[config.mk]
export PLATFORM = sky130hd
export DESIGN_NAME = raizing_gfx_arb
export DESIGN_NICKNAME = d
export VERILOG_FILES = /design/src/rtl/raizing_gfx_arb.sv
export SDC_FILE = /design/constraint.sdc
export NUM_CORES = 1
export LEC_CHECK = 0
export CAP_MARGIN = 20
export CORE_UTILIZATION = 35
export DETAILED_ROUTE_END_ITERATION = 8
export SYNTH_ARGS = -nofsm -noshare
export SYNTH_HDL_FRONTEND = slang
export SYNTH_SLANG_ARGS = --single-unit
[constraint.sdc]
create_clock -name CLK -period 4.7 [get_ports CLK]
set_input_delay 1.41 -clock CLK [delete_from_list [all_inputs] [get_ports CLK]]
set_output_delay 1.41 -clock CLK [all_outputs]
set_load 0.02 [all_outputs]
[src/rtl/raizing_gfx_arb.sv]
// raizing_gfx_arb: round-robin share of one ROM port among NCH layer channels; ROM_CS rises one cycle after a channel is pending, CH_OK the cycle after an accepted ROM_OK.
// Stalls only on ROM_OK; define RAIZING_GFX_ARB_CACHE_EN to keep served data valid across CS drops (address-match cache hit).
module raizing_gfx_arb #(
  parameter int NCH = 4,
  parameter int AW  = 22,
  parameter int DW  = 32
) (
  input  logic              CLK,
  input  logic              RESET,
  input  logic [NCH-1:0]    CH_CS,
  input  logic [NCH*AW-1:0] CH_ADDR,
  output logic [NCH-1:0]    CH_OK,
  output logic [NCH*DW-1:0] CH_DATA,
  output logic              ROM_CS,
  output logic [AW-1:0]     ROM_ADDR,
  input  logic [DW-1:0]     ROM_DOUT,
  input  logic              ROM_OK,
  output logic [2:0]        BUSY_CH
);

  typedef enum logic [1:0] {IDLE, REQ, DONE} state_t;

  state_t          state, state_nxt;
  logic [2:0]      gnt_q, last_q, gnt_idx;
  logic            gnt_vld;
  logic            first_q;
  logic            accept;
  logic [AW-1:0]   gnt_addr;
  logic [NCH-1:0]  valid_q, hit, pending;
  logic [AW-1:0]   srv_addr [NCH];
  logic [NCH*DW-1:0] data_q;

  assign CH_DATA = data_q;

  always_comb begin
    hit = '0;
    for (int n = 0; n < NCH; n++)
      hit[n] = valid_q[n] && (CH_ADDR[n*AW +: AW] == srv_addr[n]);
  end

  assign CH_OK = CH_CS & hit;

`ifdef RAIZING_GFX_ARB_CACHE_EN
  assign pending = CH_CS & ~CH_OK & ~hit;
`else
  assign pending = CH_CS & ~CH_OK;
`endif

  // Search starts one past the last grant and wraps once around all channels.
  always_comb begin
    int c;
    c       = 0;
    gnt_vld = 1'b0;
    gnt_idx = 3'd0;
    for (int i = 1; i <= NCH; i++) begin
      c = int'(last_q) + i;
      if (c >= NCH) c = c - NCH;
      if (!gnt_vld && pending[c]) begin
        gnt_vld = 1'b1;
        gnt_idx = 3'(c);
      end
    end
  end

  always_comb begin
    gnt_addr = '0;
    for (int i = 0; i < NCH; i++)
      if (gnt_idx == 3'(i)) gnt_addr = CH_ADDR[i*AW +: AW];
  end

  // A ROM_OK left high from the previous access must not complete this one.
  assign accept = (state == REQ) && !first_q && ROM_OK;

  always_ff @(posedge CLK) begin
    if (RESET) state <= IDLE;
    else       state <= state_nxt;
  end

  always_comb begin
    state_nxt = state;
    case (state)
      IDLE:    if (gnt_vld) state_nxt = REQ;
      REQ:     if (accept)  state_nxt = DONE;
      DONE:    state_nxt = IDLE;
      default: state_nxt = IDLE;
    endcase
  end

  always_comb begin
    ROM_CS  = (state == REQ);
    BUSY_CH = (state == IDLE) ? 3'd0 : gnt_q;
  end

  always_ff @(posedge CLK) begin
    if (RESET) begin
      ROM_ADDR <= '0;
      gnt_q    <= 3'd0;
      last_q   <= 3'(NCH - 1);
      first_q  <= 1'b0;
      valid_q  <= '0;
      data_q   <= '0;
      for (int n = 0; n < NCH; n++) srv_addr[n] <= '0;
    end else begin
      first_q <= 1'b0;
      if (state == IDLE && gnt_vld) begin
        ROM_ADDR <= gnt_addr;
        gnt_q    <= gnt_idx;
        last_q   <= gnt_idx;
        first_q  <= 1'b1;
      end
      for (int n = 0; n < NCH; n++) begin
`ifndef RAIZING_GFX_ARB_CACHE_EN
        if (!CH_CS[n]) valid_q[n] <= 1'b0;
`endif
        if (accept && gnt_q == 3'(n)) begin
          data_q[n*DW +: DW] <= ROM_DOUT;
          srv_addr[n]        <= ROM_ADDR;
          valid_q[n]         <= 1'b1;
        end
      end
    end
  end

endmodule
Yosys cells after proc, flatten, opt, wreduce, memory -nomap -nowiden
Memory sizes are Yosys's and may differ from the RTL's. Index checks and enable logic that the tools add are counted.

Bits of input ports: 127. Flip-flop bits (word level): 163. Word-level logic and storage cells: 135. Bits in writable memories: 88. Memories kept: 1.

Memory list: srv_addr (words 4, bits a word 22, read ports 4, clocked after memory_dff 0, wr ports 4, line 30) `logic [AW-1:0] srv_addr [NCH];`.

Eq/ne operators: 17. Bitwise logic cells: 7. Order comparisons: 8. Reduce and logical (&&, ||, !) cells: 22. Add/subtract/negate cells: 8. Mux-type cells: 59.

Operators with widths (number): 22-bit two-way mux (8); 32-bit by 4-bit less-than comparator with 1-bit output, second input constant (4); 32-bit two-way mux (4); 22-bit equality test (4); 1-bit two-way mux (35); 4-bit by 3-bit subtractor with 5-bit output, second input constant (4); 4-bit by 3-bit >= comparator with 1-bit output, second input constant (4); 3-bit two-way mux (5); 1-bit logical AND (14); 3-bit by 2-bit equality test with 1-bit output, second input constant (4); 2-bit by 1-bit inequality test with 1-bit output, second input constant (5); 3-bit by 2-bit adder with 4-bit output, second input constant (2); 4-bit AND (2); 1-bit binary-select mux with 2-bit select (4); 3-bit by 1-bit equality test with 1-bit output, second input constant (2); 3-bit zero test (2); 3-bit by 1-bit adder with 4-bit output, second input constant (1); 3-bit by 3-bit adder with 4-bit output, second input constant (1); 1-bit zero test (4); 2-bit two-way mux (2); 4-bit inverter (1); 1-bit bitwise OR (4); 2-bit one-hot mux with 2 select lines (1); 2-bit by 1-bit equality test with 1-bit output, second input constant (1); other kinds (3) (3).

Logic depth before layout (Yosys ltp)
Gate-level depths: netlist of the first run.

Depth in word-level cells: 23. Depth in mapped cells: 14. Gate-level depth less buffers: 9.

Worst setup path before layout of the first run
No wires, ideal clock.

Path type: in2out. Start: in CH_ADDR[20]. End: out CH_OK[0]. Arrival time: 2460 ps. Data required time: 3290 ps. Slack: 830 ps. Cell stages on the path: 6. Path buffers: 0. Path through: xor2_1 > nor4_1 > nand3_1 > nor3_1 > nand3_1 > nor2_1.

Longest elaborated chain between the ends: 3.

Ends and longest elaborated chain: start, declared (line 11) `input logic [NCH*AW-1:0] CH_ADDR,`; 22-bit equality test (line 38) `hit[n] = valid_q[n] && (CH_ADDR[n*AW +: AW] == srv_addr[n]);`; 1-bit logical AND (line 38); 4-bit AND (line 41) `assign CH_OK = CH_CS & hit;`; end, declared (line 12) `output logic [NCH-1:0] CH_OK,`.

Every way passes these cells.

Worst setup path after layout of the first run
Start: in CH_ADDR[55]. End: out CH_OK[2].

The elaborated chain is that of the path after synthesis.

==> impl_results.md, run 1 <==
* Cells after DPL at around 1900
* Yosys cell types at just under 70
* PortBufs at 284
* Seq cells post-synth at 250
* Final core utilization at approximately 52%
* Initial Util at between 30% and 40%
* Die footprint at ~34000 sq um
* Reg power frac at 38.2%
* Die Width at 183 um
* Pwr dens at 413 nW/um^2
* Routed WL per cell at roughly 21 um
* CTS tree: yes
* Vias per cell at between 5 and 6
* Pre-Repair DR Iteration Count at 5
* Grt peak-use layer: met2
* Core area at about 32000 sq um
* Post-Layout Cell Count at approximately 2000
* Psw at approximately 2.3 mW
* Met1 Use GR at between 30% and 40%
* CP Capture Type: output port
* CP required at 3.29 ns
* Setup-failing EPs final at 0
* Hold WC Path Type: reg -> reg
* DP HPWL at between 30 and 40 mm
* Final Hold Viols at 0
* Slew @ Worst Pin at approximately 1.1 ns
* Sinks on Clock Net at 250
* Die H at around 180 um
* Mapped Area at about 11000 sq um
* Max_slew headroom at 27.9%
* Setup CP Type: in -> out
* Clock share of power at between 30% and 40%
* Asr flop ratio synth at 0%
* Largest net degree at the start of global routing at 57
* GR Overflow Total at 0
* CP max FO at 2
* Final GP Congestion at around 0.9
* Switching Fraction at roughly a third
* M3 GR Usage at about 5.3%
* Logic pwr share at 31.0%
* Post-CTS Setup Inserts at 0
* Via count at approximately 10000
* Slew Viols, Final at 0
* Reg clk slew, reported paths at around 0.060 ns
* Period Utilization, post-route at a little over nine tenths
* Worst vdd rail ir drop at 0.000284 V
* Drt first-iter violations at roughly 730
* Min cycle time layout at 4.64 ns
* Fmax at around 220 MHz
* Layout Skew at around 0.013 ns
* RSZ-0062 raised after global routing: false
* Proportion of layout cells with a drive suffix above 1 at between 10% and 20%
* Worst skew pair latency at 0.56 ns
* Worst-case clock buffer depth at 3
* Max-Cap Viols at 0
* Post-synthesis cell count at between 1000 and 1500
* P_leak at between 6 and 7 nW
* FP Rows at 65
* Syn_area_per_cell at ~10 sq um
* Commonest non-fill, non-tap cell in the layout: clkdlybuf4s50_1
* Initial antenna violation count at 4
* IO Count at 285
* P_int at ~4.6 mW
* CTS Buf Count at 27
* Outcome: completed
* ANT nets after route at 0
* Final Power at 6.84 mW
* Commonest non-fill, non-tap cells in the layout: clkdlybuf4s50_1, dfxtp_1, nand2_1
* EDFF count, synth at 88
* Yosys warns at 0
* # DRC at 0
* Tot GR Track Use at roughly 25%
* First-pass GRT wire length at about 64 mm
* Fill cells at between 2000 and 3000
* Clock Tree Root: clkbuf_16
* CP startpoint kind: input port
* Synth Flop Type: dfxtp_1
* Critical Path AT at about 3.2 ns
* Vias in the first global route at 10200
* Area delta synth->final at 44.0%
* Syn Nets at approximately 1300
* Final #Nets at between 1500 and 2000
* Drt total wl at between 40 and 50 mm
* Met2 GRT Util at 40.0%
* H-tree depth at 1
* Sequential share of the synthesized area at between 50% and 60%
* Fin Setup TNS at 0 ns
[per-stage QoR]
stage | hold slack (ns) | worst slack, ns | instance area [sq um]
detailed placement | 0.445 | -0.359 | 15700
finish | 0.452 | 0.0598 | 16600
global route | 0.469 | 0.00207 | 16600
floorplan | 0.432 | 0.830 | 11500
CTS | 0.454 | 0.00138 | 16600
global placement | 0.441 | -0.385 | 15700
[state kept, by name, indices dropped and copies added, names as in the netlist]
register	count
srv_addr	88
gnt_q	3
last_q	2
CH_DATA	128
ROM_ADDR	22
valid_q	4
state	2
first_q	1
[logic make-up (layout without fill, tap and decap cells)]
logic type	Yosys count	count (layout)	share of synthesized area [%]
AND/OR/NAND/NOR	449	449	19.9
XOR/XNOR	79	79	6.02
flip-flops	250	250	51.2
multiplexers	24	24	2.20
buffers and inverters	90	489	3.77
other	0	1	0
AO/OA/AOI/OAI	248	248	16.7
adder cells (fa/ha/maj)	2	2	0.218
[Yosys cell counts (8+ instances only)]
cell | count | area (sq um)
a2111oi_0 | 14 | 123
nand2b_1 | 28 | 175
a2111oi_2 | 9 | 135
and2_1 | 76 | 475
nor3_1 | 29 | 145
a211oi_2 | 13 | 163
edfxtp_1 | 88 | 2640
clkbuf_1 | 60 | 225
nor2_1 | 77 | 289
mux2i_1 | 23 | 230
inv_1 | 12 | 45.0
nor4_1 | 8 | 50.1
nand4_1 | 42 | 263
a21oi_1 | 95 | 475
nand2_1 | 146 | 548
a211oi_1 | 13 | 97.6
dfxtp_1 | 162 | 3240
a22o_1 | 64 | 561
xor2_1 | 26 | 228
nand3_1 | 15 | 75.1
xnor2_1 | 53 | 464
[final cells by class]
class / instances / area, sq um / share of cell area (%)
antenna: 1 / 2.50 / 0.0151
multi-input combinational: 802 / 5240 / 31.7
clock inverter: 10 / 110 / 0.665
tap: 435 / 544 / 3.29
inverter: 12 / 45.0 / 0.272
timing repair buffer: 429 / 3980 / 24.0
clock buffer: 38 / 747 / 4.51
sequential: 250 / 5890 / 35.5
[repair_timing]
item,in CTS,in global routing
gates cloned,0,0
gates resized for setup,5,5
hold buffers,0,0
setup endpoints to repair,3,4
pin swaps,0,1
[routing by layer]
| layer | part of all wire, % | vias to the layer above |
|---|---|---|
| met3 | 6.9 | 65 |
| met2 | 46 | 336 |
| met5 | 0 | - |
| met4 | 2.5 | 0 |
| li1 | - | 4851 |
| met1 | 44 | 4899 |
[power by group through the flow]
stage	sequential [mW]	clock, mW	combinational, mW
after floorplan	2.65	0	1.04
after CTS	2.61	2.14	2.11
after global placement	2.65	0	2.08
after global routing	2.63	2.23	2.25
final	2.61	2.11	2.12
after detailed placement	2.65	0	2.10
[critical path, cell delays in order]
cell             delay (ns)
clkdlybuf4s50_1        0.54
xnor2_1                0.16
nand4_1                0.22
nor4_4                 0.34
and3_1                 0.22
dlygate4sd2_1          0.34
[path summary, 6_finish.rpt]
path	cells past startpoint	startpoint	slack (ns)	endpoint
max	6	CH_ADDR[55]	0.06	CH_OK[2]
min	2	CH_DATA[53]$_SDFFE_PP0P_	0.45	CH_DATA[53]$_SDFFE_PP0P_
max reg2reg	10	last_q[1]$_SDFFE_PP1P_	0.87	ROM_ADDR[3]$_SDFFE_PP0P_
min reg2reg	2	CH_DATA[53]$_SDFFE_PP0P_	0.45	CH_DATA[53]$_SDFFE_PP0P_
Power figures use the tool's default switching activity.
==> run 2: changes to the inputs <==
GPL_TIMING_DRIVEN = 0   (was default)
==> run 2 against run 1 <==
Effect of this change:
- the run now ends with negative setup slack left
- worst hold slack gained 0.00053 ns
- sequential power is essentially flat
- core utilization shrank 1.9 points
- largest cell class unchanged
- largest power group unchanged
==> impl_results.md, run 2 (synthesis gave the netlist of run 1 again) <==
* Outcome: finished with violations
* Failing checks: negative setup slack
* PortBufs at 284 (unchanged)
* Final WS setup at -0.0103 ns (-0.0701 ns)
* # DRC at 0 (unchanged)
* CTS tree: yes
* Slew @ Worst Pin at 1.13 ns (+0.0445 ns)
* Min cycle time layout at 4.71 ns (+0.0701 ns)
* CP required at 3.29 ns (about the same)
* Die Width at 183 um (unchanged)
* Pre-Repair DR Iteration Count at 5 (unchanged)
* Max-Cap Viols at 0 (unchanged)
* Proportion of layout cells with a drive suffix above 1 at 7.96% (-7.4 points)
* Routed WL per cell at 21.9 um (+2.7%)
* Worst Path Buf+Inv at 2 (unchanged)
* Tot GR Track Use at 24.6% (-0.37 points)
* Setup-failing EPs final at 1 (+1)
* Hold WC Path Type: reg -> reg
* Clock Tree Root: clkbuf_16
* Vias in the first global route at 9860 (-3.5%)
* Largest net degree at the start of global routing at 23 (-60%)
* Hold path start: CH_DATA[14]$_SDFFE_PP0P_
* Critical Path AT at 3.30 ns (+0.07 ns)
* Slowest stage delay, CP at 0.47 ns (-0.07 ns)
* Crit. Startpoint: CH_ADDR[67]
* Worst vdd rail ir drop at 0.000280 V (-1.5%)
* Initial antenna violation count at 3 (-1)
* Vias per cell at 5.25 (+2.3%)
* Pwr dens at 424 nW/um^2 (+2.6%)
* Initial Util at 36.0% (unchanged)
* Drt first-iter violations at 759 (+3.4%)
* IO Count at 285 (unchanged)
* Die footprint at 33600 sq um (unchanged)
* Family with the most delay on the worst path: simple AND/OR/NAND/NOR gates
* CP startpoint kind: input port
* Post-Layout Cell Count at 1921 (-2.8%)
* FP Rows at 65 (unchanged)
* Slew Viols, Final at 0 (unchanged)
* Reg clk slew, reported paths at 0.06 ns (about the same)
* GR Overflow Total at 0 (unchanged)
* H-tree depth at 1 (unchanged)
* Hold WS at 0.453 ns (+0.000528 ns)
* Drt total wl at 42.1 mm (-0.18%)
* Area delta synth->final at 38.7%
* Layout Skew at 0.0114 ns (-0.00119 ns)
* R2R Path Start: last_q[0]$_SDFFE_PP1P_
* Commonest non-fill, non-tap cell in the layout: clkdlybuf4s50_1
* Period Utilization, post-route at 100% (+1.5 points)
* Commonest non-fill, non-tap cells in the layout: clkdlybuf4s50_1, dfxtp_1, nand2_1
* Fmax at 212 MHz (-1.5%)
* Final #Nets at 1593 (-3.5%)
* Sinks on Clock Net at 250 (unchanged)
* Die H at 183 um (unchanged)
* Max_slew headroom at 24.0% (-3.9 points)
* Final Hold Viols at 0 (unchanged)
* Core area at 32000 sq um (unchanged)
* Max reg flops at 128 (unchanged)
* First-pass GRT wire length at 61.9 mm (-2.6%)
* ANT nets after route at 0 (unchanged)
* # hold bufs at CTS at 0 (unchanged)
* CP max stage cell: clkdlybuf4s50_1
* CTS Buf Count at 29 (+7.4%)
* Via count at 10100 (-0.59%)
* Final GP Congestion at 0.891 (-1.9%)
* Worst-case clock buffer depth at 3 (unchanged)
* CP Cell Sequence: clkdlybuf4s50_1 -> xnor2_1 -> nand4_1 -> nor3_1 -> nand3_1 -> nor2_2 -> clkdlybuf4s15_2
* DP HPWL at 33.0 mm (+6.7%)
* CP max FO at 3 (+1)
* Worst skew pair latency at 0.56 ns (about the same)
* P_leak at 5.66 nW (-7.4%)
* Cells after DPL at 1863 (-3.4%)
* Setup CP Type: in -> out
* CP Capture Type: output port
## run 2: changes by cell type in the layout (fill, tap and decap cells not counted), moves of 5 or more
cell      delta
buf_2        +5
buf_4      -134
buf_12       -5
clkbuf_1    +59
## run 2: what timing repair did
action / in CTS / in global routing
resized for setup: 13 / 10
setup buffers: 2 / 2
endpoints found under the hold margin: 0 / 0
gates cloned: 0 / 0
pin swaps: 2 / 1
setup endpoints to repair: 4 / 4
## run 2: cell type report
cell class | count | area (sq um)
Fill cell | 2948 | 16000
Sequential cell | 250 | 5890
Multi-Input combinational cell | 802 | 5250
Timing Repair Buffer | 291 | 2900
Clock buffer | 38 | 779
Tap cell | 435 | 544
Buffer | 78 | 388
Clock inverter | 11 | 149
Inverter | 12 | 45.0
Antenna cell | 4 | 10.0
## run 2: metal layers
metal / vias to the layer above / global-route usage (%) / routed length [um]
met5: - / 0 / 0
met4: 0 / 8.47 / 1290
met2: 376 / 39.9 / 19600
met3: 72 / 5.60 / 3300
li1: 4761 / - / -
met1: 4882 / 32.1 / 17900
## run 2: worst min-delay path: cells and delay by family (launching register included)
family / cells / cell delay (ns)
flops: 1 / 0.30
simple gates: 1 / 0.05
compound gates: 1 / 0.05
## run 2: per-stage QoR
step                util [%]   TNS, ns  cell area (sq um)  power [mW]  setup slack (ns)
detailed placement      46.6    -12.63              14900        4.52            -0.561
finish                  49.9   -0.0103              15900        6.76           -0.0103
global route            49.9  -0.00869              15900        7.00          -0.00869
floorplan                  -         0              11500        3.69             0.830
global placement        46.6    -15.74              14900        4.50            -0.484
CTS                     49.7         0              15900        6.75            0.0146
## run 2: final timing paths
path                               end  slack (ns)  cells past startpoint
min           CH_DATA[14]$_SDFFE_PP0P_        0.45                      2
max                           CH_OK[3]       -0.01                      7
min reg2reg   CH_DATA[14]$_SDFFE_PP0P_        0.45                      2
max reg2reg  ROM_ADDR[20]$_SDFFE_PP0P_        0.59                     13
## run 2: where the power goes
group	internal (mW)	switching, mW	leakage [nW]
Clock	1.33	0.926	0.450
Combinational	0.768	1.15	2.98
Sequential	2.40	0.195	2.23
==> run 3: changes to the inputs <==
SKIP_LAST_GASP = 1   (was default)
==> run 3 against run 2 <==
Effect of this change:
- the run still ends with negative setup slack left
- worst setup slack lost 0.0043 ns
- routed wire length is essentially flat
- critical endpoint unchanged
- highest routed layer unchanged
- clock skew fell by 0.00051 ns
- core utilization down 0.082 points
- clock power about the same
==> impl_results.md, run 3 (synthesis gave the netlist of run 1 again) <==
* Finished Cell Area at 15900 sq um (-0.16%)
* Period Utilization, post-route at 100% (about the same)
* Drt total wl at 42.1 mm (about the same)
* Worst skew pair latency at 0.56 ns (about the same)
* GR Overflow Total at 0 (unchanged)
* Worst-case clock buffer depth at 3 (unchanged)
* Final WS setup at -0.0146 ns (-0.00432 ns)
* Worst vdd rail ir drop at 0.000282 V (+0.66%)
* Critical Path AT at 3.30 ns (about the same)
* Via count at 10100 (-0.21%)
* Final GP Congestion at 0.891 (unchanged)
* Min cycle time layout at 4.71 ns (+0.00432 ns)
* Routed WL per cell at 21.9 um (+0.10%)
* # hold bufs at CTS at 0 (unchanged)
* Initial Util at 36.0% (unchanged)
* Proportion of layout cells with a drive suffix above 1 at 7.77% (-0.20 points)
* ANT nets after route at 0 (unchanged)
* Pre-Repair DR Iteration Count at 6 (+1)
* Sinks on Clock Net at 250 (unchanged)
* DP HPWL at 33.0 mm (unchanged)
* RSZ-0062 raised after global routing: true
* Initial antenna violation count at 3 (unchanged)
* Max_slew headroom at 27.4% (+3.4 points)
* Commonest non-fill, non-tap cells in the layout: clkdlybuf4s50_1, dfxtp_1, nand2_1
* Die H at 183 um (unchanged)
* Fill cells at 2952 (+0.14%)
* Final Hold Viols at 0 (unchanged)
* H-tree depth at 1 (unchanged)
* Failing checks: negative setup slack
* Clock Tree Root: clkbuf_16
* Core area at 32000 sq um (unchanged)
* Hold WC Path Type: reg -> reg
* DP Area at 14900 sq um (unchanged)
* Largest net degree at the start of global routing at 23 (unchanged)
* Max-Cap Viols at 0 (unchanged)
* Die Width at 183 um (unchanged)
* Outcome: finished with violations
* Area delta synth->final at 38.5%
* First-pass GRT wire length at 61.8 mm (about the same)
* Vias in the first global route at 9860 (unchanged)
* Setup-failing EPs final at 1 (unchanged)
* Pre-CTS WS at -0.561 ns (unchanged)
* Vias per cell at 5.24 (-0.16%)
* Reg clk slew, reported paths at 0.06 ns (about the same)
* Final #Nets at 1592 (-0.063%)
* Layout Skew at 0.0109 ns (-0.000505 ns)
* CP Capture Type: output port
* Setup CP Type: in -> out
* IO Count at 285 (unchanged)
* Die footprint at 33600 sq um (unchanged)
* Drt first-iter violations at 741 (-2.4%)
* PortBufs at 284 (unchanged)
* Commonest non-fill, non-tap cell in the layout: clkdlybuf4s50_1
* Slew @ Worst Pin at 1.08 ns (-0.0502 ns)
* FP Rows at 65 (unchanged)
* CP startpoint kind: input port
* CP required at 3.29 ns (about the same)
* CTS tree: yes
* P_leak at 5.64 nW (-0.33%)
* Fmax at 212 MHz (about the same)
* # DRC at 0 (unchanged)
* CP max FO at 4 (+1)
* Max reg flops at 128 (unchanged)
* CTS Buf Count at 29 (unchanged)
* Slew Viols, Final at 0 (unchanged)
* Pwr dens at 425 nW/um^2 (+0.20%)
* Tot GR Track Use at 24.6% (about the same)
-- run 3: changes by cell type in the layout (fill, tap and decap cells not counted), sizes merged --
cell / delta
clkdlybuf4s50: +1
dlymetal6s2s: -1
clkbuf: +1
clkdlybuf4s15: -1
buf: -1
-- run 3: stage by stage --
| stage | setup TNS [ns] | hold WS, ns | utilization (%) | instances | total power, mW |
|---|---|---|---|---|---|
| floorplan | 0 | 0.432 | - | 1142 | 3.69 |
| global placement | -15.74 | 0.442 | 46.6 | 1861 | 4.50 |
| CTS | -0.0839 | 0.455 | 49.7 | 1914 | 6.75 |
| finish | -0.0146 | 0.453 | 49.8 | 1920 | 6.76 |
| detailed placement | -12.63 | 0.447 | 46.6 | 1863 | 4.52 |
| global route | -0.0206 | 0.474 | 49.8 | 1917 | 7.00 |
-- run 3: path summary, 6_finish.rpt --
kind | start | endpoint | slack [ns] | cells after the start
setup / recovery | CH_ADDR[78] | CH_OK[3] | -0.01 | 7
hold / removal | CH_DATA[14]$_SDFFE_PP0P_ | CH_DATA[14]$_SDFFE_PP0P_ | 0.45 | 2
setup reg to reg | last_q[0]$_SDFFE_PP1P_ | ROM_ADDR[20]$_SDFFE_PP0P_ | 0.55 | 13
hold reg to reg | CH_DATA[14]$_SDFFE_PP0P_ | CH_DATA[14]$_SDFFE_PP0P_ | 0.45 | 2
-- run 3: critical path, cell delays in order --
cell	delay, ns
clkdlybuf4s50_1	0.65
xnor2_1	0.16
nand3_1	0.13
nor4_4	0.36
nand3_1	0.12
nor2_1	0.25
clkbuf_2	0.23
-- run 3: report_power, final --
group	switching (mW)	internal, mW	leakage (nW)	total [mW]
clock network	0.928	1.33	0.450	2.25
registers	0.198	2.40	2.23	2.59
logic	1.14	0.767	2.96	1.91
total	2.27	4.49	5.64	6.76
-- run 3: cell type report --
type	instances	area, sq um	area share (%)
tap	435	544	3.42
buffer	78	388	2.44
multi-input combinational	802	5240	32.9
antenna	4	10.0	0.0629
clock buffer	38	779	4.90
sequential	250	5890	37.0
clock inverter	11	149	0.935
timing repair buffer	290	2890	18.1
inverter	12	45.0	0.283
-- run 3: routing by layer --
| layer | share of wire (%) | wire length (um) | GRT usage [%] | vias to the layer above |
|---|---|---|---|---|
| met5 | 0 | 0 | 0 | - |
| met4 | 3.0 | 1280 | 8.47 | 0 |
| met3 | 8.2 | 3460 | 5.60 | 71 |
| met2 | 47 | 19600 | 39.9 | 405 |
| met1 | 42 | 17700 | 32.1 | 4840 |
| li1 | - | - | - | 4754 |
-- run 3: repair_timing --
action	CTS	global route
pin swaps	2	1
setup endpoints to repair	4	4
buffers inserted	2	1
gates resized for setup	10	10
